<file path="src/rtl/inst_fetch_unit.sv">
// Instruction fetch unit: issues sequential reads to instruction memory,
// captures responses into a small queue and presents the queue head to decode.
// Branch redirects reload the PC, flush the queue and drop any stale response.
// Optional: define INST_FETCH_PERF_EN to add issued-read and redirect counters.
module inst_fetch_unit #(
  parameter logic [15:0] RESET_PC = 16'h3000,
  parameter int          QDEPTH   = 2
) (
  input  logic        clock,
  input  logic        reset,
  input  logic        enable_fetch,
  input  logic        br_taken,
  input  logic [15:0] taddr,
  output logic [15:0] PC,
  output logic        instrmem_rd,
  input  logic [15:0] instr_dout,
  output logic        dec_valid,
  input  logic        dec_ready,
  output logic [15:0] dec_instr,
  output logic [15:0] dec_npc
`ifdef INST_FETCH_PERF_EN
  ,
  output logic [31:0] perf_fetch_cnt,
  output logic [31:0] perf_flush_cnt
`endif
);

  localparam int PW = (QDEPTH > 1) ? $clog2(QDEPTH) : 1;
  localparam int CW = PW + 2;
  localparam logic [PW:0]   QFULL = (PW+1)'(QDEPTH);
  localparam logic [CW-1:0] QD_C  = CW'(QDEPTH);

  typedef enum logic [1:0] {IDLE, RUN, REDIRECT} state_t;

  state_t        state_q, state_d;
  logic [15:0]   pc_q, pc_d;
  logic [15:0]   issue_pc_q;
  logic          inflight_q;
  logic [PW-1:0] wr_ptr_q, wr_ptr_d;
  logic [PW-1:0] rd_ptr_q, rd_ptr_d;
  logic [PW:0]   occ_q, occ_d;
  logic [15:0]   instr_mem_q [QDEPTH];
  logic [15:0]   npc_mem_q   [QDEPTH];

  logic          push;
  logic          pop;
  logic          full;
  logic [CW-1:0] credit;

  // A read slot is free when the queue plus the outstanding read leave room;
  // an entry leaving toward decode this cycle frees one slot immediately.
  assign dec_valid   = (occ_q != '0);
  assign pop         = dec_valid & dec_ready;
  assign full        = (occ_q == QFULL);
  assign credit      = QD_C - CW'(occ_q) - CW'(inflight_q) + CW'(pop);
  assign instrmem_rd = (state_q == RUN) && !br_taken && (credit != '0);
  // Responses landing in REDIRECT or alongside a redirect belong to the old path.
  assign push        = inflight_q && (state_q != REDIRECT) && !br_taken;
  assign PC          = pc_q;
  assign dec_instr   = dec_valid ? instr_mem_q[rd_ptr_q] : '0;
  assign dec_npc     = dec_valid ? npc_mem_q[rd_ptr_q]   : '0;

  // Next-state for the FSM, PC and queue bookkeeping; redirect wins over all.
  always_comb begin
    state_d  = state_q;
    pc_d     = pc_q;
    wr_ptr_d = wr_ptr_q;
    rd_ptr_d = rd_ptr_q;
    occ_d    = occ_q;
    if (br_taken) begin
      state_d  = REDIRECT;
      pc_d     = taddr;
      wr_ptr_d = '0;
      rd_ptr_d = '0;
      occ_d    = '0;
    end else begin
      case (state_q)
        IDLE:     if (enable_fetch) state_d = RUN;
        RUN:      if (!enable_fetch) state_d = IDLE;
        REDIRECT: state_d = enable_fetch ? RUN : IDLE;
        default:  state_d = IDLE;
      endcase
      if (instrmem_rd) pc_d = pc_q + 16'd1;
      if (push) wr_ptr_d = wr_ptr_q + PW'(1);
      if (pop)  rd_ptr_d = rd_ptr_q + PW'(1);
      case ({push, pop})
        2'b10:   occ_d = occ_q + (PW+1)'(1);
        2'b01:   occ_d = occ_q - (PW+1)'(1);
        default: occ_d = occ_q;
      endcase
    end
  end

  // Control state: FSM, PC, queue pointers/occupancy and the inflight flag.
  always_ff @(posedge clock or posedge reset) begin
    if (reset) begin
      state_q    <= IDLE;
      pc_q       <= RESET_PC;
      wr_ptr_q   <= '0;
      rd_ptr_q   <= '0;
      occ_q      <= '0;
      inflight_q <= 1'b0;
    end else begin
      state_q    <= state_d;
      pc_q       <= pc_d;
      wr_ptr_q   <= wr_ptr_d;
      rd_ptr_q   <= rd_ptr_d;
      occ_q      <= occ_d;
      inflight_q <= instrmem_rd;
    end
  end

  // Remember the address of the read in flight so its npc can be formed on return.
  always_ff @(posedge clock) begin
    if (instrmem_rd) issue_pc_q <= pc_q;
  end

  // Queue storage: write the returning instruction and its npc at the tail.
  always_ff @(posedge clock) begin
    if (push) begin
      instr_mem_q[wr_ptr_q] <= instr_dout;
      npc_mem_q[wr_ptr_q]   <= issue_pc_q + 16'd1;
    end
  end

  // Credit accounting must make a push into a full, non-draining queue impossible.
  queue_no_overflow: assert property (@(posedge clock) disable iff (reset)
    !(push && full && !pop));

`ifdef INST_FETCH_PERF_EN
  logic [31:0] fetch_cnt_q;
  logic [31:0] flush_cnt_q;

  // Free-running event counters for issued reads and redirects.
  always_ff @(posedge clock or posedge reset) begin
    if (reset) begin
      fetch_cnt_q <= '0;
      flush_cnt_q <= '0;
    end else begin
      if (instrmem_rd) fetch_cnt_q <= fetch_cnt_q + 32'd1;
      if (br_taken)    flush_cnt_q <= flush_cnt_q + 32'd1;
    end
  end

  assign perf_fetch_cnt = fetch_cnt_q;
  assign perf_flush_cnt = flush_cnt_q;
`endif

endmodule

</file>
<file path="config.mk">
export PLATFORM = sky130hd
export DESIGN_NAME = inst_fetch_unit
export DESIGN_NICKNAME = d
export VERILOG_FILES = /design/src/rtl/inst_fetch_unit.sv
export SDC_FILE = /design/constraint.sdc
export NUM_CORES = 1
export LEC_CHECK = 0
export CAP_MARGIN = 30
export CORE_MARGIN = 10
export CORE_UTILIZATION = 45
export CTS_CLUSTER_DIAMETER = 50
export DETAILED_ROUTE_END_ITERATION = 10
export HOLD_SLACK_MARGIN = 0.1
export PLACE_DENSITY = 0.78
export SKIP_LAST_GASP = 1
export SYNTH_ARGS = -nofsm -noshare
export SYNTH_HDL_FRONTEND = slang
export SYNTH_SLANG_ARGS = --single-unit
</file>
<file path="constraint.sdc">
create_clock -name clock -period 4.85 [get_ports clock]
set_clock_uncertainty 0.1 [all_clocks]
set_input_delay 0.7275 -clock clock [delete_from_list [all_inputs] [get_ports clock]]
set_output_delay 0.7275 -clock clock [all_outputs]
set_load 0.005 [all_outputs]
</file>
==> results.json <==
{
  "status": "completed",
  "place_area_sq_um": 5520,
  "diodes": 0,
  "finalHoldViolCount": 0,
  "syn_area_sq_um": 4480,
  "grt_max_degree": 34,
  "pre_cts_slack_ns": 0.761,
  "setup_ws_ns": 0.759,
  "gp_congestion": 0.846,
  "cts_max_path_buffers": 2,
  "ys_seq_area_share_pct": 66.6,
  "gr-total-overflow": 0,
  "synthTopCellsByArea": "edfxtp_1 54%, dfrtp_1 12%, mux2i_1 7.6%",
  "synth_nets": 379,
  "via_count": 2936,
  "synth.distinct_cells": 48,
  "setup_tns_ns": 0,
  "fin_util_pct": 58.6,
  "grt_pass1_wl_um": 15200,
  "period_needed_ns": 4.09,
  "clkSlewWorstSetupHoldPaths_ns": 0.08,
  "port-buffer-count": 86,
  "vias_per_cell": 5.19,
  "power.leakage_uw": 0.00197,
  "multiInputGateArea_sq_um": 1420,
  "dieWidth_um": 120,
  "maxSlewHeadroom_pct": 35.1,
  "vdd_drop_max_mv": 0.152,
  "ant_nets": 0,
  "antenna_found_initial": 0,
  "cp.required_ns": 4.02,
  "holdCritPathClass": "register to register",
  "ff_latch_area_sq_um": 2980,
  "htree_levels": 3,
  "first_pass_iters": 4,
  "cts_buffers": 9,
  "syn2layout_area_growth_pct": 27.4,
  "yosys_register_bits": 103,
  "max_slew.worst_pin.slew_ns": 0.973,
  "start_util_pct": 46.0,
  "finalCritPeriodShare_pct": 84.4,
  "crit_arrival_ns": 3.26,
  "wl_um": 9210,
  "rows": 36,
  "final_nets": 469,
  "grt_use_total_pct": 13.0,
  "cap_viol_max_count": 0,
  "cp-start-kind": "input pin",
  "finalSetupViolations": 0,
  "die_area_sq_um": 14300,
  "syn_inst": 338,
  "yosysWarnings": 0,
  "numClockSinks": 103,
  "crit_type": "input pin to output port",
  "synthArstFlopShare_pct": 22.3,
  "power_density_nw_per_um2": 296,
  "final_area_sq_um": 5700,
  "drc_errors": 0,
  "cts_resized": 0,
  "dp_hpwl_um": 6690,
  "clock.fmax_mhz": 244,
  "yosysMostFrequentCell": "edfxtp_1",
  "grt_pass1_vias": 3029,
  "clk_latency_ns": 0.36,
  "core_area_sq_um": 9730,
  "synth_area_leader_cell": "edfxtp_1",
  "worstSetupEndpointType": "output port",
  "cp_max_fo": 7,
  "cts_tree": "done",
  "die_y_um": 120,
  "fill_cells": 790,
  "wl_per_cell_um": 16.3,
  "synth_top_area_share_pct": 53.6,
  "yosys_most_used_dff": "edfxtp_1",
  "drive_gt1_share_pct": 7.85,
  "synth_edf_count": 80,
  "pin_count": 87,
  "drt_first_iter_violations": 135,
  "cts_setup_buffers": 0,
  "holdBufCountCts": 0,
  "final-max-slew-violation-count": 0,
  "cts_root_buffer": "clkbuf_8",
  "synth_area_per_cell_sq_um": 13.2,
  "fin_hold_ws_ns": 0.456,
  "rsz0062_at_grt": "no",
  "synthTopCellsByCount": "80 x edfxtp_1, 45 x nor2_1, 34 x mux2i_1, 22 x nand2_1, 21 x dfrtp_1"
}
layout make-up:
type | count | area share [%]
sequential | 103 | 52.3
clock buffer | 10 | 2.24
tap | 133 | 2.92
timing repair buffer | 92 | 15.9
inverter | 10 | 0.658
clock inverter | 6 | 1.05
multi-input combinational | 212 | 24.9
path summary, 6_finish.rpt:
path,from,endpoint,slack [ns],depth (start not counted)
max in group asynchronous,reset,rd_ptr_q$_DFFE_PP0P_,3.28,2
setup reg to reg,occ_q[0]$_DFFE_PP0P_,PC[13]$_DFFE_PP1P_,1.87,9
hold / removal,PC[13]$_DFFE_PP1P_,PC[13]$_DFFE_PP1P_,0.46,2
min in group asynchronous,reset,PC[10]$_DFFE_PP0P_,0.77,2
setup / recovery,dec_ready,instrmem_rd,0.76,9
hold reg to reg,PC[13]$_DFFE_PP1P_,PC[13]$_DFFE_PP1P_,0.46,2
flip-flops by register name (all words and copies together), names as in the netlist:
register / cells
PC: 16
inflight_q: 1
instr_mem_q: 32
issue_pc_q: 16
npc_mem_q: 32
occ_q: 2
rd_ptr_q: 1
state_q: 2
wr_ptr_q: 1
routing by layer:
layer / routed length (um) / part of all wire, % / up-vias / global-route usage [%]
li1: - / - / 1411 / -
met1: 4250 / 46 / 1402 / 16.8
met5: 0 / 0 / - / 0
met4: 99 / 1.1 / 0 / 4.07
met2: 4070 / 44 / 113 / 20.2
met3: 792 / 8.6 / 10 / 4.69
worst max-delay path, stage by stage:
cell             delay, ns
clkdlybuf4s50_1       0.45
o21ai_0               0.22
inv_1                 0.11
fa_1                  0.38
inv_1                 0.07
ha_1                  0.12
or3b_1                0.48
and3_1                0.24
clkdlybuf4s50_1       0.47
power by group:
part / total, uW / leakage, uW / switching, uW / internal, uW
logic: 167 / 0.000872 / 67.0 / 99.7
clock network: 512 / 0.0000941 / 274 / 237
registers: 1010 / 0.000999 / 37.7 / 973
total: 1690 / 0.00197 / 379 / 1310
through the flow:
step	cells	power [uW]
2_1_floorplan	338	1090
3_3_place_gp	549	1190
3_5_place_dp	550	1200
4_1_cts	566	1700
5_1_grt	566	1760
6_report	566	1690
cell families (layout without fill, tap and decap cells):
kind of cell	Yosys count	in the layout	synth area share [%]
AND/OR/NAND/NOR	121	121	13.7
flip-flops	103	103	66.6
multiplexers	34	34	7.60
AO/OA/AOI/OAI	28	28	4.00
XOR/XNOR	25	25	4.89
buffers and inverters	23	118	2.01
adder cells (fa/ha/maj)	4	4	1.29
cell usage in the layout, fill, tap and decap left out, types with 3 or more instances in the layout:
cell	n
a31oi_1	4
and3_1	6
buf_4	5
clkbuf_8	9
clkdlybuf4s50_1	86
dfrtp_1	20
edfxtp_1	80
ha_1	3
inv_1	10
mux2i_1	34
nand2_1	22
nand3_1	13
nand4_1	5
nor2_1	44
nor3_1	5
o21ai_0	11
xnor2_1	13
xor2_1	12
(Power assumes the default switching activity.)
